==> src/rtl/cpu_pkg.sv <==
// Shared CPU definitions: result/tag widths, the reserved "no tag" ROB index
// and the CDB source encoding.
package cpu_pkg;

  localparam int DATA_W = 32;
  localparam int ROB_W  = 5;

  // All-ones ROB index means "no tag"; RS and LSB use it for "operand ready".
  localparam logic [ROB_W-1:0] NO_TAG = '1;

  typedef enum logic {
    SRC_ALU = 1'b0,
    SRC_LSB = 1'b1
  } src_e;

endpackage

==> src/rtl/result_fifo.sv <==
// Small circular result queue for one CDB producer. A push while full is
// dropped; the parent flags it. Clear beats push and pop; en low freezes all.
module result_fifo #(
  parameter int DEPTH = 4,
  parameter int WIDTH = 37
) (
  input  logic             clk_in,
  input  logic             rst_n_in,
  input  logic             en,
  input  logic             clear,
  input  logic             push,
  input  logic             pop,
  input  logic [WIDTH-1:0] din,
  output logic             full,
  output logic             empty,
  output logic [WIDTH-1:0] head
);

  localparam int PTR_W = (DEPTH > 1) ? $clog2(DEPTH) : 1;
  localparam int CNT_W = PTR_W + 1;

  logic [PTR_W-1:0] rd_ptr;
  logic [PTR_W-1:0] wr_ptr;
  logic [CNT_W-1:0] count;
  logic [WIDTH-1:0] mem [DEPTH];
  logic             push_ok;
  logic             pop_ok;

  assign full    = (count == CNT_W'(DEPTH));
  assign empty   = (count == '0);
  assign head    = mem[rd_ptr];
  assign push_ok = push && !full;
  assign pop_ok  = pop && !empty;

  // Pointers and occupancy; power-of-two depth lets pointers wrap naturally.
  always_ff @(posedge clk_in or negedge rst_n_in) begin
    if (!rst_n_in) begin
      rd_ptr <= '0;
      wr_ptr <= '0;
      count  <= '0;
    end else if (en) begin
      if (clear) begin
        rd_ptr <= '0;
        wr_ptr <= '0;
        count  <= '0;
      end else begin
        if (push_ok) wr_ptr <= wr_ptr + PTR_W'(1);
        if (pop_ok)  rd_ptr <= rd_ptr + PTR_W'(1);
        case ({push_ok, pop_ok})
          2'b10:   count <= count + CNT_W'(1);
          2'b01:   count <= count - CNT_W'(1);
          default: count <= count;
        endcase
      end
    end
  end

  // Payload storage; contents are only meaningful below count, so no reset.
  always_ff @(posedge clk_in) begin
    if (en && !clear && push_ok) mem[wr_ptr] <= din;
  end

endmodule

==> src/rtl/cdb_arbiter.sv <==
// Common-data-bus scheduler: queues ALU and LSB results, picks one per cycle
// round-robin and broadcasts it on a registered CDB.
module cdb_arbiter
  import cpu_pkg::*;
#(
  parameter int DEPTH = 4
) (
  input  logic              clk_in,
  input  logic              rst_n_in,
  input  logic              rdy_in,
  input  logic              clear_in,
  input  logic              alu_done,
  input  logic [DATA_W-1:0] alu_res,
  input  logic [ROB_W-1:0]  alu_rob_pos,
  output logic              alu_full,
  input  logic              lsb_done,
  input  logic [DATA_W-1:0] lsb_res,
  input  logic [ROB_W-1:0]  lsb_rob_pos,
  output logic              lsb_full,
  output logic              cdb_valid,
  output logic [DATA_W-1:0] cdb_res,
  output logic [ROB_W-1:0]  cdb_rob_pos,
  output logic              cdb_src,
  output logic              ovf_err
);

  localparam int ENT_W = DATA_W + ROB_W;

  logic             alu_empty;
  logic             lsb_empty;
  logic [ENT_W-1:0] alu_head;
  logic [ENT_W-1:0] lsb_head;
  src_e             last_grant;

  logic             grant_vld_p0;
  logic             tie_p0;
  src_e             grant_src_p0;
  logic [ENT_W-1:0] grant_ent_p0;
  logic             alu_pop_p0;
  logic             lsb_pop_p0;

  result_fifo #(.DEPTH(DEPTH), .WIDTH(ENT_W)) u_alu_fifo (
    .clk_in   (clk_in),
    .rst_n_in (rst_n_in),
    .en       (rdy_in),
    .clear    (clear_in),
    .push     (alu_done),
    .pop      (alu_pop_p0),
    .din      ({alu_res, alu_rob_pos}),
    .full     (alu_full),
    .empty    (alu_empty),
    .head     (alu_head)
  );

  result_fifo #(.DEPTH(DEPTH), .WIDTH(ENT_W)) u_lsb_fifo (
    .clk_in   (clk_in),
    .rst_n_in (rst_n_in),
    .en       (rdy_in),
    .clear    (clear_in),
    .push     (lsb_done),
    .pop      (lsb_pop_p0),
    .din      ({lsb_res, lsb_rob_pos}),
    .full     (lsb_full),
    .empty    (lsb_empty),
    .head     (lsb_head)
  );

  // ---- p0: round-robin pick among non-empty queues ----
  // A lone candidate wins outright; on a tie the source not granted by the
  // previous tie wins, so last_grant only moves when there was contention.
  always_comb begin
    grant_vld_p0 = !alu_empty || !lsb_empty;
    tie_p0       = !alu_empty && !lsb_empty;
    grant_src_p0 = SRC_ALU;
    if (tie_p0) begin
      grant_src_p0 = (last_grant == SRC_ALU) ? SRC_LSB : SRC_ALU;
    end else if (alu_empty) begin
      grant_src_p0 = SRC_LSB;
    end
    grant_ent_p0 = (grant_src_p0 == SRC_LSB) ? lsb_head : alu_head;
    alu_pop_p0   = grant_vld_p0 && (grant_src_p0 == SRC_ALU);
    lsb_pop_p0   = grant_vld_p0 && (grant_src_p0 == SRC_LSB);
  end

  // ---- p1: registered CDB broadcast and tie history ----
  always_ff @(posedge clk_in or negedge rst_n_in) begin
    if (!rst_n_in) begin
      cdb_valid   <= 1'b0;
      cdb_res     <= '0;
      cdb_rob_pos <= NO_TAG;
      cdb_src     <= 1'b0;
      last_grant  <= SRC_LSB;
    end else if (rdy_in) begin
      if (clear_in) begin
        cdb_valid <= 1'b0;
      end else if (grant_vld_p0) begin
        cdb_valid                <= 1'b1;
        {cdb_res, cdb_rob_pos}   <= grant_ent_p0;
        cdb_src                  <= 1'(grant_src_p0);
        if (tie_p0) last_grant   <= grant_src_p0;
      end else begin
        cdb_valid <= 1'b0;
      end
    end
  end

  // Sticky overflow: a producer pushed although its full flag was up.
  always_ff @(posedge clk_in or negedge rst_n_in) begin
    if (!rst_n_in) begin
      ovf_err <= 1'b0;
    end else if (rdy_in && !clear_in) begin
      if ((alu_done && alu_full) || (lsb_done && lsb_full)) ovf_err <= 1'b1;
    end
  end

endmodule

==> config.mk <==
export PLATFORM = sky130hd
export DESIGN_NAME = cdb_arbiter
export DESIGN_NICKNAME = d
export VERILOG_FILES = /design/src/rtl/cpu_pkg.sv /design/src/rtl/result_fifo.sv /design/src/rtl/cdb_arbiter.sv
export SDC_FILE = /design/constraint.sdc
export NUM_CORES = 1
export LEC_CHECK = 0
export ABC_AREA = 1
export BUFFER_PORTS_ARGS = -buffer_cell sky130_fd_sc_hd__buf_2
export CAP_MARGIN = 30
export CELL_PAD_IN_SITES_DETAIL_PLACEMENT = 0
export CELL_PAD_IN_SITES_GLOBAL_PLACEMENT = 1
export CORE_ASPECT_RATIO = 0.9
export CORE_MARGIN = 2
export CORE_UTILIZATION = 31
export DETAILED_ROUTE_END_ITERATION = 6
export PLACE_DENSITY_LB_ADDON = 0.1
export SKIP_CTS_REPAIR_TIMING = 1
export SLEW_MARGIN = 20
export SYNTH_ARGS = -nofsm -noshare
export SYNTH_HDL_FRONTEND = slang
export SYNTH_SLANG_ARGS = --single-unit
==> constraint.sdc <==
create_clock -name clk_in -period 7.1 [get_ports clk_in]
set_input_delay 0.355 -clock clk_in [delete_from_list [all_inputs] [get_ports clk_in]]
set_output_delay 0.355 -clock clk_in [all_outputs]
set_load 0.01 [all_outputs]
==> results.md <==
* Post-Syn Area at between 10000 and 15000 um2
* Initial antenna violation count at 0
* Flops & latches, synth at 351
* Min Tclk post-route at around 2.5 ns
* Post-route setup TNS at 0 ns
* Sequential area share after synthesis at 74.3%
* Filler cells at 4252
* Port bufs at 121
* Wire length on met3 at 1540 um
* Main flop type after synthesis: edfxtp_1
* Placer's final routability congestion estimate at 0.749
* Max Slew Vio Count at 0
* Async SR Flop Fraction at 15.7%
* CP Data Arrival Time at 2.92 ns
* Grt ovf at 0
* Number of global-route vias before repair at 8411
* Final hold vios at 49
* Avg Cell Area, Syn at 12.6 um2
* Synthesized instance count at 1100
* Hold WS at -0.0524 ns
* Die Span X at 227 um
* DRC violations left at 0
* Top Metal Used: met4
* Wl on met1 at about 17000 um
* GRT Total Usage at 16.1%
* Global-route wire length before repair at approximately 54000 um
* Worst setup path category: reg -> reg
* Vias per std cell at approximately 4.6
* Post-synth cell types at 30
* DR WL/cell at 19.8 um
* Max_slew headroom at 37.7%
* # IOs at 122
* Row cnt at 73
* CTS max path bufs at 3
* RSZ-0062 raised after global routing: false
* Final Cycle Share at 35.0%
* Post-route cell area at 16500 um2
* Clk slew on worst S/H paths at 0.06 ns
* Pin count of the biggest net entering global routing at 78
* Worst Tran Pin Value at 0.935 ns
* CTS Root Cell: clkbuf_16
* Chip height at slightly above 200 um
* Initial DRC Count at 581
* H-tree levels at 2
* Inserted Clock Buffers at 40
* Post-synth EDFFs at 296
* Post-DP HPWL at 21700 um
* Pwr dens at between 400 and 500 nW/um2
* Share of cells above drive strength 1 at 18.5%
* Worst-Skew Late Latency at 0.56 ns
* Highest Clock Rate at 403 MHz
* Syn_nets at 1190
* DRT Wirelength at 36600 um
* Area of the multi-input gates at approximately 3200 um2
* Post-synth top cells: edfxtp_1, nand2_1, nor2_1, o21ai_0, a21oi_1
* Leakage at around 6 nW
* Yosys top cell area share at roughly 64%
* Critical Path RT at 7.54 ns
* Most common cell in the synthesized netlist: edfxtp_1
* Via count at 8592
* Area growth, synth to finish at 19.0%
* Area after DPL at about 15000 um2
* Syn. warnings at 0
* Ant diodes at 0
* CP max FO at 42
* Starting density of the core at approximately a third
* Core ar. at 44100 um2
* Clk_skew at 0.0280 ns
* Antenna-violating nets left at 0
* Cell taking the most area after synthesis: edfxtp_1
* Hold Path Class: in -> async
* Final setup fails at 0
* Worst vdd ir at 0.181 mV
* Outcome: finished with violations
* DR pass1 iterations at 5
* Register area at 10300 um2
* Worst Setup End Kind: flip-flop
* CTS tree: done
* Failing checks: negative hold slack
* Max Cap Violations at 0
* Full die area at 46300 um2
* Largest cells by area after synthesis: edfxtp_1, dfrtp_1, nand2_1, o21ai_0, nor2_1
* Nets at 1310
* Clk sinks at 351
* Routed met2 length at 17100 um
* CP Launch Type: flip-flop
worst max-delay path, cell delays in order, from the launching register on:
cell,delay (ns)
dfrtp_1,0.42
inv_2,0.10
nand2_1,0.06
nor2_2,0.23
a21oi_4,0.04
buf_4,0.28
nand2_1,0.19
inv_1,0.08
fa_1,0.43
xor2_1,0.21
nand3_1,0.10
nand2_1,0.09
inv_1,0.04
nand2_1,0.04
nand2_1,0.05
per-stage QoR:
stage	total power [mW]	util [%]	cells	worst slack, ns
2_1_floorplan	3.82	-	1100	4.23
6_report	6.64	37.3	1852	4.62
3_3_place_gp	4.63	34.2	1776	4.50
5_1_grt	7.06	37.3	1852	4.37
3_5_place_dp	4.64	34.2	1776	4.46
4_1_cts	6.78	37.3	1850	4.57
path summary, 6_finish.rpt:
check                                                startpoint                          endpoint  slack [ns]  depth (start not counted)
min in group clk_in                                 alu_res[22]   u_alu_fifo.mem[0][27]$_DFFE_PP_        0.01                          1
worst min-delay path                                   rst_n_in           cdb_res[10]$_DFFE_PN0P_       -0.05                          2
max in group asynchronous                              rst_n_in  u_lsb_fifo.rd_ptr[0]$_DFFE_PN0P_        6.59                          2
worst max-delay path            u_alu_fifo.count[0]$_DFFE_PN0P_   u_alu_fifo.count[2]$_DFFE_PN0P_        4.62                         14
worst max register to register  u_alu_fifo.count[0]$_DFFE_PN0P_   u_alu_fifo.count[2]$_DFFE_PN0P_        4.62                         14
worst min register to register              ovf_err$_DFFE_PN0P_               ovf_err$_DFFE_PN0P_        0.48                          1
registers in the layout (all words and copies together) (netlist names), 2 cells and up:
register / count
u_alu_fifo.mem: 148
u_lsb_fifo.mem: 148
cdb_res: 32
cdb_rob_pos: 5
u_alu_fifo.count: 3
u_lsb_fifo.count: 3
u_alu_fifo.rd_ptr: 2
u_alu_fifo.wr_ptr: 2
u_lsb_fifo.rd_ptr: 2
u_lsb_fifo.wr_ptr: 2
report_power, final:
part	internal [mW]	leakage [nW]	switching, mW
clock	1.28	0.663	0.826
combinational	0.555	1.99	1.36
sequential	2.45	3.32	0.169
cell families after synthesis:
group / count (synthesis) / share of synthesized area [%]
AND/OR/NAND/NOR: 367 / 10.4
AO/OA/AOI/OAI: 270 / 10.9
buffers and inverters: 100 / 3.27
XOR/XNOR: 2 / 0.127
adder cells (fa/ha/maj): 10 / 1.01
flip-flops: 351 / 74.3
per-layer routing:
layer / vias to the layer above / global-route usage [%]
met4: 0 / 5.64
li1: 4182 / -
met5: - / 0
met3: 52 / 3.31
met1: 4185 / 22.0
met2: 173 / 25.5
layout by cell type (no fill, tap or decap), types with 24 or more instances in the layout:
cell | Yosys | layout
nand3_1 | 24 | 24
dfrtp_1 | 49 | 47
nor2_1 | 145 | 137
o21ai_0 | 127 | 127
buf_2 | 34 | 121
a21oi_1 | 56 | 56
inv_1 | 29 | 29
a31oi_1 | 25 | 25
o22ai_1 | 25 | 25
nand2_1 | 192 | 192
clkbuf_16 | 0 | 42
edfxtp_1 | 296 | 296
final cells by class:
class	instances	area share, %
timing repair buffer	143	4.71
multi-input combinational	649	19.3
tap	600	4.56
sequential	351	62.4
clock inverter	17	1.21
clock buffer	57	7.03
inverter	35	0.798
No activity file was read; power rests on OpenSTA's default activity.
